<file path="src/rtl/demultiplexor_cifras.sv">
// demultiplexor_cifras: rebuilds the four digit values from a time-multiplexed display bus,
// accepting each bus pattern only after it has held steady for STABLE_CYCLES edges.
module demultiplexor_cifras #(
  parameter int STABLE_CYCLES  = 4,
  parameter int TIMEOUT_CYCLES = 1024
) (
  input  logic       i_Clk,
  input  logic       i_Reset_n,
  input  logic [3:0] i_Habs,
  input  logic [3:0] i_Cifra,
  input  logic       i_Clear_error,
  output logic [3:0] o_Datos1,
  output logic [3:0] o_Datos2,
  output logic [3:0] o_Datos3,
  output logic [3:0] o_Datos4,
  output logic       o_Frame_valid,
  output logic       o_Frame_strobe,
  output logic       o_Error
);
  localparam int CW = $clog2(STABLE_CYCLES);
  localparam int IW = $clog2(TIMEOUT_CYCLES);
  localparam logic [CW-1:0] CNT_MAX   = CW'(STABLE_CYCLES - 1);
  localparam logic [IW-1:0] IDLE_MAX  = IW'(TIMEOUT_CYCLES - 1);
  localparam logic [IW-1:0] IDLE_LAST = IW'(TIMEOUT_CYCLES - 2);

  logic [7:0]      s_q;
  logic [CW-1:0]   cnt_q, cnt_d;
  logic            acc_q, acc_d;
  logic [3:0]      mask_q, mask_d;
  logic [IW-1:0]   idle_q, idle_d;
  logic [3:0][3:0] datos_q, datos_d;
  logic            valid_q, valid_d;
  logic            strobe_q, strobe_d;
  logic            err_q, err_d;
  logic            match, accept, legal, blank, cap, complete, timeout;
  logic [3:0]      sel, new_mask;

  always_comb begin
    match    = {i_Habs, i_Cifra} == s_q;
    accept   = match && cnt_q == CNT_MAX && !acc_q;
    sel      = ~s_q[7:4];
    blank    = sel == 4'd0;
    // exactly one low enable: a single bit set in the inverted pattern
    legal    = !blank && (sel & (sel - 4'd1)) == 4'd0;
    cap      = accept && legal;
    new_mask = mask_q | sel;
    complete = cap && &new_mask;
    timeout  = !cap && idle_q == IDLE_LAST;
    cnt_d    = !match ? '0 : cnt_q == CNT_MAX ? cnt_q : cnt_q + CW'(1);
    acc_d    = match && (acc_q || accept);
    idle_d   = cap ? '0 : idle_q == IDLE_MAX ? idle_q : idle_q + IW'(1);
    mask_d   = (timeout || complete) ? 4'd0 : cap ? new_mask : mask_q;
    valid_d  = complete || (valid_q && !timeout);
    strobe_d = complete;
    err_d    = (accept && !legal && !blank) || (err_q && !i_Clear_error);
    datos_d  = datos_q;
    for (int k = 0; k < 4; k++)
      datos_d[k] = (cap && sel[k]) ? s_q[3:0] : datos_q[k];
  end

  always_ff @(posedge i_Clk or negedge i_Reset_n) begin
    if (!i_Reset_n) begin
      s_q      <= 8'hF0;
      cnt_q    <= '0;
      acc_q    <= 1'b0;
      mask_q   <= 4'd0;
      idle_q   <= '0;
      datos_q  <= '0;
      valid_q  <= 1'b0;
      strobe_q <= 1'b0;
      err_q    <= 1'b0;
    end else begin
      s_q      <= {i_Habs, i_Cifra};
      cnt_q    <= cnt_d;
      acc_q    <= acc_d;
      mask_q   <= mask_d;
      idle_q   <= idle_d;
      datos_q  <= datos_d;
      valid_q  <= valid_d;
      strobe_q <= strobe_d;
      err_q    <= err_d;
    end
  end

  assign o_Datos1       = datos_q[0];
  assign o_Datos2       = datos_q[1];
  assign o_Datos3       = datos_q[2];
  assign o_Datos4       = datos_q[3];
  assign o_Frame_valid  = valid_q;
  assign o_Frame_strobe = strobe_q;
  assign o_Error        = err_q;
endmodule

</file>
<file path="config.mk">
export PLATFORM = sky130hd
export DESIGN_NAME = demultiplexor_cifras
export DESIGN_NICKNAME = d
export VERILOG_FILES = /design/src/rtl/demultiplexor_cifras.sv
export SDC_FILE = /design/constraint.sdc
export NUM_CORES = 1
export LEC_CHECK = 0
export ABC_AREA = 1
export CAP_MARGIN = 5
export CELL_PAD_IN_SITES_DETAIL_PLACEMENT = 0
export CELL_PAD_IN_SITES_GLOBAL_PLACEMENT = 1
export CORE_MARGIN = 1.5
export CORE_UTILIZATION = 40
export DETAILED_ROUTE_END_ITERATION = 7
export GPL_TIMING_DRIVEN = 0
export PLACE_DENSITY = 0.84
export SLEW_MARGIN = 20
export SYNTH_ARGS = -nofsm -noshare
export SYNTH_HDL_FRONTEND = slang
export SYNTH_SLANG_ARGS = --single-unit
</file>
<file path="constraint.sdc">
create_clock -name i_Clk -period 1.7 [get_ports i_Clk]
set_input_delay 0.34 -clock i_Clk [delete_from_list [all_inputs] [get_ports i_Clk]]
set_output_delay 0.34 -clock i_Clk [all_outputs]
set_load 0.1 [all_outputs]
</file>
==> impl_metrics.toml <==
[sta]
holdWs_ps = -6.539
tightest_slew_ps = 546.7
fin_crit_ps = 1728
finalCritPeriodShare_pct = 101.7
timing.final.ws_setup_ps = -28.28
fin_setup_tns_ps = -84.63
max_freq_mhz = 578.6
slew-limit-headroom_pct = 63.73
setup_violations = 5
finalMaxSlewViolations = 0
clock_skew_ps = 5.906
rsz0062_at_grt = "yes"
hold_violations = 19

[detailed_routing]
drt_pass1_iterations = 4
vias_per_cell = 4.767
drtIter0Drc = 120
vias = 1902
wl_mm = 4.772
antenna_left = 0
drc_errors = 0
wl_per_cell_um = 11.96

[min_path]
min_path_type = "in -> async"

[logic_synthesis]
syn_area_um2 = 2160
yosys_warnings = 0
synth_area_per_cell_um2 = 7.882
ys_seq_area_share_pct = 51.22
yosysTopAreaCellShare_pct = 46.35
synth_cell_types = 23
syn-num-nets = 288
synth-seq-cells = 44
synth_top_cell_by_area = "dfrtp_1"
yosys-top-cells-area = "dfrtp_1, nand2_1, nand3_1"
synthCells = 274

[setup_path]
path_cells = "buf_6 > nor2_2 > o21ai_2 > nand2_2 > nor2_4 > buf_6 > nand4_1 > nand2_1 > nand2_1"
critical_path_depth = 9
ff2ff_path_depth = 9
critPathBufInv = 2
cp_top_family = "simple AND/OR/NAND/NOR gates"
startpoint_type = "flop"
crit_fanout = 4
required_ps = 1890
max_stage_delay_ps = 600
critPathSlowestCell = "dfstp_2"
cp-end-kind = "flop"
critPathArrivalTime_ps = 1910
timing.setup.critical_path_class = "reg -> reg"

[cts]
cts_buffers = 5
cts_tree = "yes"
cts.path.max_buffers = 2
cts-root-buf = "clkbuf_8"
htree_levels = 2
cts.sinks = 44
holdBufCountCts = 0
path_clk_slew_ps = 80
clk_latency_ps = 290

[placed_design]
place_congestion = 0.8208
place_area_um2 = 2552
pre_cts_slack_ps = -349.7
hpwl_mm = 3.281
numPortBuffers = 29

[final_layout]
multiInputGateArea_um2 = 967.2
fin_util_pct = 57.16
final_cell_area_um2 = 2938
num-fill-cells = 497
final-seq-area_um2 = 1109
drive_gt1_share_pct = 26.75
nets = 342
area_growth_syn_to_layout_pct = 36.04
n_antenna_cell = 0

[status]
violations = "negative hold slack, negative setup slack"
status = "finished with violations"

[floorplan]
start_util_pct = 42.02
dieArea_um2 = 5848
fp.dieW_um = 76.48
die_h_um = 76.48
ios = 30
core_um2 = 5140
placementRows = 26

[grt]
grt_use_total_pct = 17.50
grt_pass1_wl_mm = 8.197
antenna_found_initial = 0
overflow = 0
grt_pass1_vias = 1803
grt_max_degree = 26

[power_and_ir_drop]
power_density_nw_per_um2 = 654.0
ir_worst_vdd_uv = 384.8
p_leak_nw = 1.548

[job]
maxCapViolations = 0
==> logic make-up after synthesis <==
kind of cell | Yosys count | share of synthesized area (%)
adder cells (fa/ha/maj) | 3 | 1.738
buffers and inverters | 39 | 7.705
AND/OR/NAND/NOR | 174 | 34.99
flip-flops | 44 | 51.22
AO/OA/AOI/OAI | 9 | 2.318
XOR/XNOR | 5 | 2.028
==> per-layer routing <==
metal | GRT usage (%) | vias to the layer above | routed length, µm
met3 | 4.192 | 2 | 189
met1 | 23.42 | 896 | 2229
met2 | 28.30 | 38 | 2331
met5 | 0 | - | 0
met4 | 4.815 | 0 | 21
li1 | - | 966 | -
==> stage by stage <==
stage / total power, mW / cells
final: 1.921 / 399
after global placement: 1.224 / 373
after CTS: 1.920 / 389
after global routing: 2.003 / 399
after floorplan: 1.157 / 274
after detailed placement: 1.231 / 374
==> cell usage in the layout (no fill, tap or decap), types with 3 or more instances in the layout <==
cell | netlist | routed
a21oi_1 | 4 | 4
buf_4 | 0 | 13
buf_6 | 1 | 5
clkbuf_8 | 0 | 6
clkdlybuf4s15_2 | 0 | 19
clkdlybuf4s50_1 | 0 | 4
dfrtp_1 | 40 | 38
dfstp_2 | 4 | 4
dlymetal6s2s_1 | 0 | 5
ha_1 | 3 | 3
inv_1 | 31 | 29
inv_2 | 5 | 3
nand2_1 | 94 | 89
nand2_2 | 1 | 6
nand3_1 | 34 | 27
nand3_2 | 2 | 8
nand4_1 | 7 | 7
nor2_1 | 31 | 23
nor2_2 | 0 | 7
nor2_4 | 3 | 4
o21ai_0 | 3 | 3
xor2_1 | 3 | 3
==> where the power goes <==
part	switching, mW	leakage, nW	internal (mW)
sequential	0.0193	0.538	1.06
clock	0.343	0.0455	0.332
combinational	0.0971	0.964	0.0699
==> state kept, by name, summed over array words and instances, names as in the netlist, 2 cells and up <==
name      flops
o_Datos1      4
s_q           8
o_Datos2      4
idle_q       10
o_Datos3      4
mask_q        4
o_Datos4      4
cnt_q         2
==> cell type report <==
cell class | count | share of cell area, %
Tap cell | 70 | 2.981
Buffer | 3 | 1.150
Inverter | 36 | 5.068
Sequential cell | 44 | 37.73
Multi-Input combinational cell | 191 | 32.92
Clock buffer | 8 | 3.066
Timing Repair Buffer | 47 | 17.08
==> worst reg2reg max path: cells and delay by family (launching register included) <==
| family | cells | cell delay, ps |
|---|---|---|
| DFF | 1 | 600 |
| AOI/OAI and AO/OA | 1 | 140 |
| buffers and inverters | 2 | 240 |
| and+or+nand+nor | 6 | 650 |
==> final timing paths <==
path / startpoint / endpoint / slack (ps)
max: s_q[7]$_DFF_PN1_ / o_Datos1[3]$_DFFE_PN0P_ / -30
min: i_Reset_n / o_Frame_strobe$_DFF_PN0_ / -7
max reg2reg: s_q[7]$_DFF_PN1_ / o_Datos1[3]$_DFFE_PN0P_ / -30
min reg2reg: o_Datos1[2]$_DFFE_PN0P_ / o_Datos1[2]$_DFFE_PN0P_ / 470
max in group asynchronous: i_Reset_n / s_q[5]$_DFF_PN1_ / 1140
min in group i_Clk: i_Habs[2] / s_q[6]$_DFF_PN1_ / 210
==> Yosys cell counts <==
cell type	count
nor2_4	3
o21ai_2	1
nand2_1	94
inv_1	31
buf_8	1
dfstp_2	4
buf_6	1
a31oi_1	1
and2_1	1
xnor2_1	2
buf_2	1
xor2_1	3
dfrtp_1	40
inv_2	5
o21ai_0	3
nand4_1	7
nor2_1	31
ha_1	3
nand3_1	34
or2_2	1
nand2_2	1
a21oi_1	4
nand3_2	2
==> timing repair <==
item | CTS | global route
hold endpoints to repair | 0 | 0
endpoints found under the setup margin | 51 | 33
resized for setup | 59 | 39
gates cloned | 0 | 1
setup buffers | 7 | 9
pin swaps | 9 | 22
Note: power is estimated with default switching activity, not from simulation.
